### config.mk
export PLATFORM = sky130hd
export DESIGN_NAME = hex_keypad_scanner
export DESIGN_NICKNAME = d
export VERILOG_FILES = /design/src/rtl/keypad_pkg.sv /design/src/rtl/keypad_sync.sv /design/src/rtl/hex_keypad_scanner.sv
export SDC_FILE = /design/constraint.sdc
export NUM_CORES = 1
export LEC_CHECK = 0
export BUFFER_PORTS_ARGS = -buffer_cell sky130_fd_sc_hd__buf_4
export CORE_AREA = 8 8 72 90
export DETAILED_ROUTE_END_ITERATION = 8
export DIE_AREA = 0 0 80 98
export PLACE_DENSITY = 0.76
export RECOVER_POWER = 50
export SLEW_MARGIN = 20
export SYNTH_ARGS = -nofsm -noshare
export SYNTH_HDL_FRONTEND = slang
export SYNTH_SLANG_ARGS = --single-unit
### constraint.sdc
create_clock -name clk_i -period 2.32 [get_ports clk_i]
set_input_delay 0.348 -clock clk_i [delete_from_list [all_inputs] [get_ports clk_i]]
set_output_delay 0.348 -clock clk_i [all_outputs]
set_load 0.02 [all_outputs]
### src/rtl/keypad_pkg.sv
// Shared types and constants for the hex keypad scanner.
//   state_e     : scanner FSM states
//   COL_0..3    : active-low column strobe patterns, col_idx 0..3
//   ROWS_IDLE   : row return value with no key pressed
//   row_index() : active-low row vector -> row_idx, lowest index wins
//   col_pattern(): col_idx -> active-low strobe pattern
package keypad_pkg;

  typedef enum logic [1:0] {
    StScan,
    StDebPress,
    StAccept,
    StHeld
  } state_e;

  localparam logic [3:0] COL_0     = 4'b0111;
  localparam logic [3:0] COL_1     = 4'b1011;
  localparam logic [3:0] COL_2     = 4'b1101;
  localparam logic [3:0] COL_3     = 4'b1110;
  localparam logic [3:0] ROWS_IDLE = 4'b1111;

  // row_idx 0 is row_n[3]; when several rows are low the lowest row_idx wins.
  function automatic logic [1:0] row_index(input logic [3:0] rows_n);
    if (!rows_n[3]) begin
      return 2'd0;
    end else if (!rows_n[2]) begin
      return 2'd1;
    end else if (!rows_n[1]) begin
      return 2'd2;
    end else begin
      return 2'd3;
    end
  endfunction

  function automatic logic [3:0] col_pattern(input logic [1:0] idx);
    unique case (idx)
      2'd0:    return COL_0;
      2'd1:    return COL_1;
      2'd2:    return COL_2;
      default: return COL_3;
    endcase
  endfunction

endpackage

### src/rtl/keypad_sync.sv
// Two-flop synchronizer for the 4 asynchronous keypad row returns.
//   clk_i : system clock
//   rst_i : synchronous active-high reset, flops go to all-ones (no key)
//   d_i   : asynchronous row returns, active-low
//   q_o   : synchronized row returns
module keypad_sync (
  input  logic       clk_i,
  input  logic       rst_i,
  input  logic [3:0] d_i,
  output logic [3:0] q_o
);

  logic [3:0] s1_q;
  logic [3:0] s2_q;

  always_ff @(posedge clk_i) begin
    if (rst_i) begin
      s1_q <= 4'b1111;
      s2_q <= 4'b1111;
    end else begin
      s1_q <= d_i;
      s2_q <= s1_q;
    end
  end

  assign q_o = s2_q;

endmodule

### src/rtl/hex_keypad_scanner.sv
// 4x4 hex keypad scanner with debounce and a 4-digit shift-in entry register.
//   clk_i       : system clock
//   rst_i       : synchronous active-high reset
//   row_n_i     : row returns, active-low, asynchronous
//   clr_i       : synchronous clear of num_o
//   col_n_o     : column strobes, active-low, exactly one low
//   key_valid_o : one-cycle pulse per accepted key
//   key_code_o  : code of last accepted key, {row_idx, col_idx}
//   num_o       : last four keys, newest in [3:0]
// Build option: define KEYPAD_BKSP_EN to make key F a backspace on num_o.
module hex_keypad_scanner
  import keypad_pkg::*;
#(
  parameter int unsigned SCAN_DIV     = 1000,
  parameter int unsigned DEBOUNCE_CNT = 20000
) (
  input  logic        clk_i,
  input  logic        rst_i,
  input  logic [3:0]  row_n_i,
  input  logic        clr_i,
  output logic [3:0]  col_n_o,
  output logic        key_valid_o,
  output logic [3:0]  key_code_o,
  output logic [15:0] num_o
);

  localparam int unsigned ScanW = $clog2(SCAN_DIV);
  localparam int unsigned DebW  = $clog2(DEBOUNCE_CNT);
  localparam logic [ScanW-1:0] ScanLast = ScanW'(SCAN_DIV - 1);
  localparam logic [DebW-1:0]  DebLast  = DebW'(DEBOUNCE_CNT - 1);

  logic [3:0] row_s;

  keypad_sync u_sync (
    .clk_i (clk_i),
    .rst_i (rst_i),
    .d_i   (row_n_i),
    .q_o   (row_s)
  );

  state_e           state_q, state_d;
  logic [ScanW-1:0] scan_cnt_q, scan_cnt_d;
  logic [DebW-1:0]  deb_cnt_q, deb_cnt_d;
  logic [1:0]       col_idx_q, col_idx_d;
  logic [3:0]       row_lat_q, row_lat_d;
  logic [3:0]       key_code_q, key_code_d;
  logic [15:0]      num_q, num_d;

  always_comb begin
    state_d    = state_q;
    scan_cnt_d = scan_cnt_q;
    deb_cnt_d  = deb_cnt_q;
    col_idx_d  = col_idx_q;
    row_lat_d  = row_lat_q;
    key_code_d = key_code_q;
    num_d      = num_q;

    unique case (state_q)
      StScan: begin
        if (scan_cnt_q == ScanLast) begin
          scan_cnt_d = '0;
          if (row_s != ROWS_IDLE) begin
            // col_idx_q stays put, so the column is frozen and doubles as the latch.
            row_lat_d = row_s;
            deb_cnt_d = '0;
            state_d   = StDebPress;
          end else begin
            col_idx_d = col_idx_q + 2'd1;
          end
        end else begin
          scan_cnt_d = scan_cnt_q + 1'b1;
        end
      end

      StDebPress: begin
        if (row_s != row_lat_q) begin
          state_d    = StScan;
          col_idx_d  = col_idx_q + 2'd1;
          scan_cnt_d = '0;
        end else if (deb_cnt_q == DebLast) begin
          // Load the code on entry so it is valid alongside the key_valid pulse.
          key_code_d = {row_index(row_lat_q), col_idx_q};
          state_d    = StAccept;
        end else begin
          deb_cnt_d = deb_cnt_q + 1'b1;
        end
      end

      StAccept: begin
`ifdef KEYPAD_BKSP_EN
        if (key_code_q == 4'hF) begin
          num_d = {4'h0, num_q[15:4]};
        end else begin
          num_d = {num_q[11:0], key_code_q};
        end
`else
        num_d = {num_q[11:0], key_code_q};
`endif
        deb_cnt_d = '0;
        state_d   = StHeld;
      end

      StHeld: begin
        if (row_s != ROWS_IDLE) begin
          deb_cnt_d = '0;
        end else if (deb_cnt_q == DebLast) begin
          state_d    = StScan;
          col_idx_d  = col_idx_q + 2'd1;
          scan_cnt_d = '0;
        end else begin
          deb_cnt_d = deb_cnt_q + 1'b1;
        end
      end

      default: state_d = StScan;
    endcase

    // Clear has priority over a coincident accept.
    if (clr_i) begin
      num_d = '0;
    end
  end

  always_ff @(posedge clk_i) begin
    if (rst_i) begin
      state_q    <= StScan;
      scan_cnt_q <= '0;
      deb_cnt_q  <= '0;
      col_idx_q  <= 2'd0;
      row_lat_q  <= ROWS_IDLE;
      key_code_q <= 4'h0;
      num_q      <= 16'h0000;
    end else begin
      state_q    <= state_d;
      scan_cnt_q <= scan_cnt_d;
      deb_cnt_q  <= deb_cnt_d;
      col_idx_q  <= col_idx_d;
      row_lat_q  <= row_lat_d;
      key_code_q <= key_code_d;
      num_q      <= num_d;
    end
  end

  assign col_n_o     = col_pattern(col_idx_q);
  assign key_valid_o = (state_q == StAccept);
  assign key_code_o  = key_code_q;
  assign num_o       = num_q;

endmodule

==> results of run 1 <==
## worst min-delay path by stage
stage | cells after the start | startpoint | end
after detailed placement | 1 | u_sync.s1_q[2] | u_sync.q_o[2]
after floorplan | 1 | u_sync.s1_q[0] | u_sync.q_o[0]
after global routing | 2 | row_n_i[0] | u_sync.s1_q[0]
after CTS | 2 | row_n_i[0] | u_sync.s1_q[0]
final | 2 | row_n_i[0] | u_sync.s1_q[0]
after global placement | 1 | u_sync.s1_q[2] | u_sync.q_o[2]
## cells in the final DEF (no fill, tap or decap), types with 2 or more instances in the layout
master,synthesis,final
a211o_1,3,3
a21oi_1,33,33
a31oi_1,12,12
a41oi_1,2,2
and3_1,4,4
and4_1,2,2
buf_4,0,15
clkbuf_1,8,27
clkbuf_8,0,9
clkinv_4,0,2
clkinvlp_4,0,2
dfxtp_1,61,61
ha_1,6,6
inv_1,11,11
mux2i_1,6,6
nand2_1,59,59
nand2b_1,2,2
nand3_1,8,8
nand4_1,7,7
nor2_1,14,14
nor2b_1,5,5
nor3_1,8,8
nor3b_1,3,3
nor4_1,2,2
nor4_4,3,3
o211ai_1,3,3
o21ai_0,15,15
or2_2,11,11
or3_1,10,10
or4_1,2,2
xor2_1,4,4
## cell families (layout without fill, tap and decap cells)
family	count (synthesis)	count (layout)
mux	6	6
xor+xnor	4	4
fa+ha+maj	6	6
simple gates	146	146
flops	61	61
buf+inv	26	69
compound gates	81	81
## cells in the mapped netlist, drive strengths merged, types with 2 or more instances
| master | n | area, µm² |
|---|---|---|
| dfxtp | 61 | 1221 |
| nand2 | 59 | 221.5 |
| a21oi | 33 | 165.2 |
| o21ai | 15 | 75.07 |
| nor2 | 14 | 52.55 |
| a31oi | 12 | 75.07 |
| or2 | 12 | 75.08 |
| inv | 11 | 41.29 |
| or3 | 10 | 62.56 |
| nand3 | 9 | 50.05 |
| clkbuf | 8 | 30.03 |
| nor3 | 8 | 40.04 |
| nand4 | 7 | 43.79 |
| buf | 6 | 27.53 |
| ha | 6 | 75.07 |
| mux2i | 6 | 60.06 |
| nor2b | 5 | 31.28 |
| nor4 | 5 | 76.32 |
| and3 | 4 | 25.02 |
| xor2 | 4 | 35.03 |
| a211o | 3 | 26.28 |
| and4 | 3 | 28.78 |
| nor3b | 3 | 22.52 |
| o211ai | 3 | 22.52 |
| a41oi | 2 | 17.52 |
| nand2b | 2 | 12.51 |
| or4 | 2 | 15.01 |
## stage by stage
stage | util, % | std cells | worst slack, ns | power [W] | cell area [µm²]
2_1_floorplan | - | 330 | 0.4777 | 0.001152 | 2789
3_3_place_gp | 60.22 | 421 | 0.3648 | 0.001172 | 3119
3_5_place_dp | 60.22 | 421 | 0.3453 | 0.001175 | 3119
4_1_cts | 64.06 | 437 | 0.3224 | 0.002100 | 3318
5_1_grt | 62.17 | 437 | 0.1766 | 0.002151 | 3221
6_report | 62.17 | 437 | 0.3316 | 0.002083 | 3221
## sequential cells by signal, summed over array words and instances, names as in the netlist, named ones only
signal,count
col_idx_q,2
deb_cnt_q,15
key_code_o,4
num_o,16
row_lat_q,4
scan_cnt_q,10
state_q,1
u_sync.q_o,4
u_sync.s1_q,4
## critical path, cell delays in order (launching register included)
cell and delay (ns):
dfxtp_1 0.41, and4_4 0.30, a21boi_2 0.08, or3_1 0.51, or4_1 0.55, nand2_1 0.07
## layout make-up
type | instances | area (µm²)
flip-flops and latches | 61 | 1221
repair buffers | 41 | 210.2
clock inverters | 6 | 71.32
well taps | 64 | 80.08
fillers | 477 | 1959
multi-input cells | 243 | 1465
clock buffers | 10 | 127.6
inverters | 12 | 45.04
## metal layers
metal | GRT usage (%) | share of wire [%]
met4 | 9.129 | 2.1
met2 | 27.14 | 49
met5 | 0 | 0
met1 | 17.80 | 43
met3 | 3.768 | 5.3
## power by group
group	switching, W	leakage (nW)	internal (W)
logic	0.0000440	0.537	0.0000329
registers	0.0000128	0.494	0.00106
clock network	0.000430	0.0931	0.000503
total	0.000486	1.12	0.00160
==> run_results.csv, run 1 <==
group,metric,value,unit
floorplanning,start_util,53.84,%
timing,slew_violations,0,
clock_network,clock-sinks,61,
timing,period_minus_slack,1.988,ns
floorplanning,die_area,0.007840,mm²
power,p_leak,1.124,nW
critical_path,r2r-end,"deb_cnt_q[0]",
place,dpl.hpwl,4.336,mm
critical_path,cp-end-kind,"flop",
critical_path,cp.required,2.60,ns
timing,fin_skew,0.01583,ns
routing,drc_errors,0,
logic_synthesis,synth_edf_count,0,
logic_synthesis,async_flop_share,0,%
logic_synthesis,synthFlopType,"dfxtp_1",
routing,finalWirelength,6.020,mm
logic_synthesis,synthAdderAreaFrac,2.692,%
critical_path,critPathLaunchType,"flop",
timing,period_share,85.71,%
global_route,grt_max_degree,31,
logic_synthesis,ys_ff_latch,61,
floorplanning,rows,30,
clock_network,cts_max_path_buffers,2,
timing,hold_viol,0,
job,cap_violations,0,
clock_network,numCtsBuffers,9,
clock_network,h-tree-depth,3,
critical_path,worstPathMaxFanout,9,
critical_path,rrSetupSlack,0.33,ns
clock_network,post-cts-setup-buffers,0,
logic_synthesis,synth_compound_area_share,17.77,%
timing,setup_viol,0,
hold_path,worst_hold_path_type,"in2reg",
critical_path,ff2ff_path_depth,5,
floorplanning,core-area,0.005180,mm²
critical_path,crit_start,"u_sync.q_o[1]",
logic_synthesis,muxShareOfSynthArea,2.153,%
logic_synthesis,synth_top_family_by_area,"simple AND/OR/NAND/NOR gates",
finish,diodes,0,
logic_synthesis,syn_area,0.002789,mm²
global_route,antenna_found_initial,0,
routing,vias,2456,
power,vdd_ir_drop_max,0.4689,mV
routing,avgViaCountPerCell,5.620,
global_route,grt_overflow,0,
floorplanning,die_h,98,µm
clock_network,path_clk_slew,0.07,ns
timing,rsz0062_at_grt,"no",
critical_path,cp-endpoint,"deb_cnt_q[0]",
finish,drive_above_1_share,13.14,%
clock_network,root_buffer,"clkbuf_8",
logic_synthesis,synth-simple-area-share,28.67,%
finish,area.growth.synth_to_final,15.48,%
run_status,status,"complete, no violations",
timing,hold-worst-slack,0.1944,ns
power,power_density,646.8,mW/mm²
floorplanning,die_x,80,µm
critical_path,cp_data_arrival_time,2.27,ns
place,numPortBuffers,31,
routing,dr.pass1.iters,4,
logic_synthesis,yosys_warnings,0,
logic_synthesis,syn_nets,343,
global_route,grt_pass1_vias,2352,
timing,worst_slew_pin_slew,1.157,ns
logic_synthesis,syn_inst,330,
finish,nets,381,
floorplanning,ios,32,
global_route,grt_pass1_wl,10.38,mm
logic_synthesis,synth_xor_area_share,1.256,%
place,gp_congestion,0.8461,
critical_path,reg2reg_from,"u_sync.q_o[1]",
logic_synthesis,synth_cell_type_count,49,
logic_synthesis,ys_seq_area_share,43.79,%
clock_network,postCtsHoldBufs,0,
clock_network,cts_tree,"built",
routing,wl_per_cell,13.78,µm
clock_network,insertion_delay,0.34,ns
routing,drt_iter0_markers,198,
logic_synthesis,syn_area_per_cell,8.451,µm²
timing,fin_tns_setup,0,ns
routing,ant_nets,0,
critical_path,worstSetupPathType,"reg2reg",
timing,max_freq,502.9,MHz
clock_network,ctsResizeCount,0,
global_route,track_usage,16.12,%
timing,slew_headroom,22.87,%
Power figures use the tool's default switching activity.
==> inputs of run 2 (changes only) <==
Settings changed: CORE_AREA 8 8 72 90 to 8 8 73 91, DIE_AREA 0 0 80 98 to 0 0 81 99, PLACE_DENSITY 0.76 to 0.74, SLEW_MARGIN 20 to unset.
Clock period 2.32 ns to 2.29 ns, I/O delays scaled along.
==> run 2 against run 1 <==
  * Worst setup slack got worse by 0.036 ns
  * Maximum frequency fell by 0.30%
  * Sequential share of layout area fell by 0.32 points
  * Clock skew fell by 0.0080 ns
  * Sequential cell count did not move
  * Register-to-register slack got worse by 0.04 ns
  * Combinational power rose by 1%
  * Critical endpoint is now row_lat_q[3]
  * Largest cell class unchanged
==> run_results.csv, run 2 (synthesized netlist as in run 1, its figures left out) <==
group,metric,value,unit
run_status,status,"complete, no violations",
routing,finalWirelength,6.021,mm
floorplanning,die_x,81,µm
critical_path,rrSetupSlack,0.30,ns
critical_path,slowest_delay,0.38,ns
clock_network,post-cts-setup-buffers,0,
floorplanning,die_area,0.008019,mm²
global_route,antenna_found_initial,0,
power,clockPowerShare,45.7,%
finish,finalNonFillerCells,438,
clock_network,h-tree-depth,3,
floorplanning,ios,32,
timing,max_freq,501.4,MHz
clock_network,cts_max_path_buffers,2,
routing,ant_nets,0,
hold_path,worst_hold_path_type,"in2reg",
power,p_leak,1.141,nW
global_route,grt_overflow,0,
floorplanning,core-area,0.005255,mm²
job,cap_violations,0,
floorplanning,rows,30,
critical_path,worstSetupPathType,"reg2reg",
critical_path,cp_data_arrival_time,2.23,ns
place,numPortBuffers,31,
global_route,grt_max_degree,31,
finish,area.growth.synth_to_final,16.46,%
critical_path,slowest_stage,"or3_1",
clock_network,insertion_delay,0.35,ns
critical_path,cp.required,2.53,ns
finish,largest_reg_flops,16,
hold_path,holdPathEnd,"u_sync.s1_q[0]",
routing,top_layer_used,"met4",
timing,slew_headroom,20.34,%
finish,layout_commonest_cell,"dfxtp_1",
finish,nets,382,
finish,layout_common_cells,"dfxtp_1 (61), nand2_1 (59), a21oi_1 (33)",
power,netSwitchingFraction,23.32,%
hold_path,holdPathStages,2,
clock_network,root_buffer,"clkbuf_8",
routing,wl_met1,2.635,mm
critical_path,critPathBufInv,0,
routing,avgViaCountPerCell,5.580,
routing,dr_wl_met3,301,µm
critical_path,cp-end-kind,"flop",
routing,dr.pass1.iters,4,
routing,drt_iter0_markers,113,
place,gp_congestion,0.8596,
timing,period_share,87.10,%
timing,fin_skew,0.007863,ns
power,p_switching,0.0005002,W
critical_path,worstPathMaxFanout,8,
hold_path,min_from,"row_n_i[0]",
critical_path,ff2ff_path_depth,6,
place,dp.cells,422,
clock_network,ctsResizeCount,0,
critical_path,crit_path_cell_trace,"ha_1, nand2_1, or3_1, nor4_4, nor2b_1, a211o_1",
timing,period_minus_slack,1.994,ns
global_route,track_usage,15.81,%
timing,slew_violations,0,
place,dpl.hpwl,4.327,mm
clock_network,path_clk_slew,0.07,ns
timing,worst_slew_pin_slew,1.195,ns
finish,final_util,61.81,%
global_route,grt_pass1_vias,2315,
routing,vias,2444,
power,power.internal,0.001645,W
routing,wl_per_cell,13.75,µm
timing,fin_tns_setup,0,ns
timing,rsz0062_at_grt,"no",
routing,wl_met2,2.951,mm
timing,hold_viol,0,
floorplanning,start_util,53.07,%
critical_path,critical_path_depth,6,
clock_network,postCtsHoldBufs,0,
critical_path,path_delay_family,"simple AND/OR/NAND/NOR gates",
clock_network,clock-sinks,61,
critical_path,critPathLaunchType,"flop",
timing,setup_viol,0,
critical_path,reg2reg_from,"scan_cnt_q[0]",
power,comb_power_share,3.6,%
routing,drc_errors,0,
finish,drive_above_1_share,14.17,%
power,seqPwrFrac,50.7,%
global_route,grt_pass1_wl,10.13,mm
finish,diodes,0,
critical_path,r2r-end,"row_lat_q[3]",
clock_network,numCtsBuffers,9,
power,vdd_ir_drop_max,0.5789,mV
floorplanning,die_h,99,µm
clock_network,cts_tree,"built",
power,power_density,660.4,mW/mm²
run 2: routing by layer:
layer / vias to the layer above / track usage [%]
met1: 1132 / 17.16
li1: 1253 / -
met5: - / 0
met3: 10 / 4.281
met2: 49 / 26.55
met4: 0 / 8.966
run 2: power groups by stage:
stage | clock network, W | registers [W] | logic (W)
2_1_floorplan | 0 | 0.00111 | 0.0000587
3_3_place_gp | 0 | 0.00111 | 0.0000780
3_5_place_dp | 0 | 0.00111 | 0.0000786
4_1_cts | 0.00100 | 0.00109 | 0.0000789
5_1_grt | 0.00104 | 0.00109 | 0.0000868
6_report | 0.000980 | 0.00109 | 0.0000778
run 2: per-stage QoR:
step,total power (W),instance area [µm²],hold slack [ns],setup WS [ns]
4_1_cts,0.002171,3334,0.1592,0.2923
2_1_floorplan,0.001167,2789,0.3895,0.4477
6_report,0.002145,3248,0.1765,0.2955
3_5_place_dp,0.001190,3127,0.3941,0.3094
5_1_grt,0.002219,3248,0.1706,0.1196
3_3_place_gp,0.001189,3127,0.3918,0.3797
run 2: area by class of cell:
type                       instances  area [µm²]
clock buffer                      10       137.6
tap                               64       80.08
clock inverter                     6       70.07
inverter                          12       45.04
timing repair buffer              42       229.0
fill                             504        2007
multi-input combinational        243        1465
sequential                        61        1221
run 2: worst register-to-register path: stages, from the launching register on:
cell and delay (ns):
dfxtp_1 0.37, ha_1 0.22, nand2_1 0.16, or3_1 0.38, nor4_4 0.37, nor2b_1 0.11, a211o_1 0.28
run 2: worst max-delay path by stage:
stage	slack, ns	startpoint	endpoint
2_1_floorplan	0.45	deb_cnt_q[0]	key_code_o[2]
3_3_place_gp	0.38	scan_cnt_q[4]	deb_cnt_q[0]
3_5_place_dp	0.31	scan_cnt_q[0]	row_lat_q[3]
4_1_cts	0.29	scan_cnt_q[0]	row_lat_q[3]
5_1_grt	0.12	scan_cnt_q[0]	row_lat_q[1]
6_report	0.30	scan_cnt_q[0]	row_lat_q[3]
==> inputs of run 3 (changes only) <==
--- a/constraint.sdc
+++ b/constraint.sdc
@@ -3,2 +3,2 @@
 set_output_delay 0.3435 -clock clk_i [all_outputs]
-set_load 0.02 [all_outputs]
+set_load 0.1 [all_outputs]
==> run 3 against run 2 <==
  * Final area down 0.69%
  * Total power is 6.4% lower
  * Clock power fell by 14%
  * Clock-buffer cell count down 1
  * Critical path depth is the same
  * Sequential power about the same
  * Global-route usage grew 0.38 points
  * Sequential share of layout area grew 0.26 points
  * Combinational power is essentially flat
  * Final cell count unchanged
  * Wire length is 1.1% lower
  * Die area is the same
  * Critical endpoint is now deb_cnt_q[7]
  * Largest cell class unchanged
  * Highest routed layer unchanged
==> run_results.csv, run 3 (synthesized netlist as in run 1, its figures left out) <==
group,metric,value,unit
power,power.internal,0.001503,W
critical_path,cp_data_arrival_time,2.28,ns
global_route,grt_max_degree,31,
clock_network,ctsResizeCount,0,
timing,slew_violations,0,
clock_network,clock-sinks,61,
power,power_density,622.4,mW/mm²
clock_network,h-tree-depth,3,
routing,drc_errors,0,
floorplanning,ios,32,
finish,area.growth.synth_to_final,15.66,%
floorplanning,die_h,99,µm
clock_network,postCtsHoldBufs,0,
power,netSwitchingFraction,25.15,%
floorplanning,rows,30,
global_route,grt_overflow,0,
timing,fin_skew,0.01005,ns
finish,final_util,61.38,%
timing,rsz0062_at_grt,"no",
timing,hold_viol,0,
timing,worst_slew_pin_slew,1.191,ns
routing,drt_iter0_markers,263,
critical_path,cp-end-kind,"flop",
finish,nets,382,
timing,slew_headroom,20.60,%
power,vdd_ir_drop_max,0.6078,mV
clock_network,cts_tree,"built",
finish,layout_commonest_cell,"dfxtp_1",
hold_path,worst_hold_path_type,"in2reg",
timing,period_minus_slack,1.982,ns
timing,period_share,86.57,%
place,gp_congestion,0.8564,
critical_path,cp.required,2.58,ns
finish,largest_reg_flops,16,
timing,max_freq,504.4,MHz
floorplanning,die_area,0.008019,mm²
global_route,grt_pass1_vias,2334,
global_route,grt_pass1_wl,10.38,mm
job,cap_violations,0,
clock_network,path_clk_slew,0.07,ns
place,numPortBuffers,31,
routing,dr.pass1.iters,5,
floorplanning,core-area,0.005255,mm²
critical_path,worstPathMaxFanout,21,
routing,finalWirelength,5.953,mm
timing,hold-worst-slack,0.1773,ns
finish,seq_area,0.001221,mm²
critical_path,rrSetupSlack,0.31,ns
run_status,status,"complete, no violations",
finish,multi_input_area,0.001465,mm²
floorplanning,die_x,81,µm
critical_path,ff2ff_path_depth,6,
routing,ant_nets,0,
clock_network,cts_max_path_buffers,2,
finish,fillers,501,
finish,layout_common_cells,"dfxtp_1 (61), nand2_1 (59), a21oi_1 (33)",
critical_path,r2r-end,"deb_cnt_q[7]",
power,p_switching,0.0005050,W
power,seqPwrFrac,54.1,%
floorplanning,start_util,53.07,%
routing,avgViaCountPerCell,5.537,
critical_path,worstSetupPathType,"reg2reg",
routing,wl_per_cell,13.59,µm
clock_network,root_buffer,"clkbuf_8",
clock_network,numCtsBuffers,9,
critical_path,crit_start,"scan_cnt_q[4]",
clock_network,insertion_delay,0.35,ns
clock_network,post-cts-setup-buffers,0,
finish,drive_above_1_share,15.24,%
finish,diodes,0,
power,p_leak,1.145,nW
timing,setup_viol,0,
global_route,track_usage,16.18,%
global_route,antenna_found_initial,0,
routing,vias,2425,
power,comb_power_share,3.9,%
critical_path,reg2reg_from,"scan_cnt_q[4]",
power,clockPowerShare,42.0,%
place,dpl.hpwl,4.252,mm
timing,fin_tns_setup,0,ns
critical_path,critPathLaunchType,"flop",
critical_path,cp-endpoint,"deb_cnt_q[7]",
## run 3: final cells by class
class	count	area share, %
Multi-Input combinational cell	243	45.42
Sequential cell	61	37.86
Timing Repair Buffer	42	7.409
Clock buffer	9	3.840
Tap cell	64	2.483
Clock inverter	7	1.590
Inverter	12	1.396
## run 3: metrics by stage
| step | worst slack [ns] | instance area (µm²) | power, W | instances |
|---|---|---|---|---|
| after floorplan | 0.2127 | 2796 | 0.001167 | 330 |
| after CTS | 0.3144 | 3302 | 0.002030 | 438 |
| final | 0.3075 | 3226 | 0.002008 | 438 |
| after detailed placement | 0.3373 | 3127 | 0.001190 | 422 |
| after global placement | 0.3639 | 3127 | 0.001188 | 422 |
| after global routing | 0.1582 | 3226 | 0.002094 | 438 |
## run 3: power groups by stage
stage / Combinational (W) / Clock (W) / Sequential, W
finish: 0.0000777 / 0.000843 / 0.00109
CTS: 0.0000791 / 0.000865 / 0.00109
detailed placement: 0.0000789 / 0 / 0.00111
global placement: 0.0000775 / 0 / 0.00111
global route: 0.0000871 / 0.000918 / 0.00109
floorplan: 0.0000587 / 0 / 0.00111
## run 3: worst max-delay path: stages, from the launching register on
cell	delay [ns]
dfxtp_1	0.40
nand4bb_4	0.30
nor4_4	0.35
a211oi_1	0.09
buf_4	0.21
or4_1	0.49
nand2_1	0.08
## run 3: routing by layer
layer  wire, µm  part of all wire [%]  global-route usage (%)
met5          0                     0                       0
met4         97                   1.6                   7.448
met3        312                   5.2                   5.738
met2       2802                    47                   25.56
met1       2741                    46                   18.87
## run 3: worst min path at each step
| stage | startpoint | endpoint | slack, ns | cells past startpoint |
|---|---|---|---|---|
| floorplan | u_sync.s1_q[0] | u_sync.q_o[0] | 0.39 | 1 |
| global placement | u_sync.s1_q[2] | u_sync.q_o[2] | 0.39 | 1 |
| detailed placement | u_sync.s1_q[0] | u_sync.q_o[0] | 0.39 | 1 |
| CTS | row_n_i[0] | u_sync.s1_q[0] | 0.16 | 2 |
| global route | row_n_i[2] | u_sync.s1_q[2] | 0.16 | 2 |
| finish | row_n_i[0] | u_sync.s1_q[0] | 0.18 | 2 |
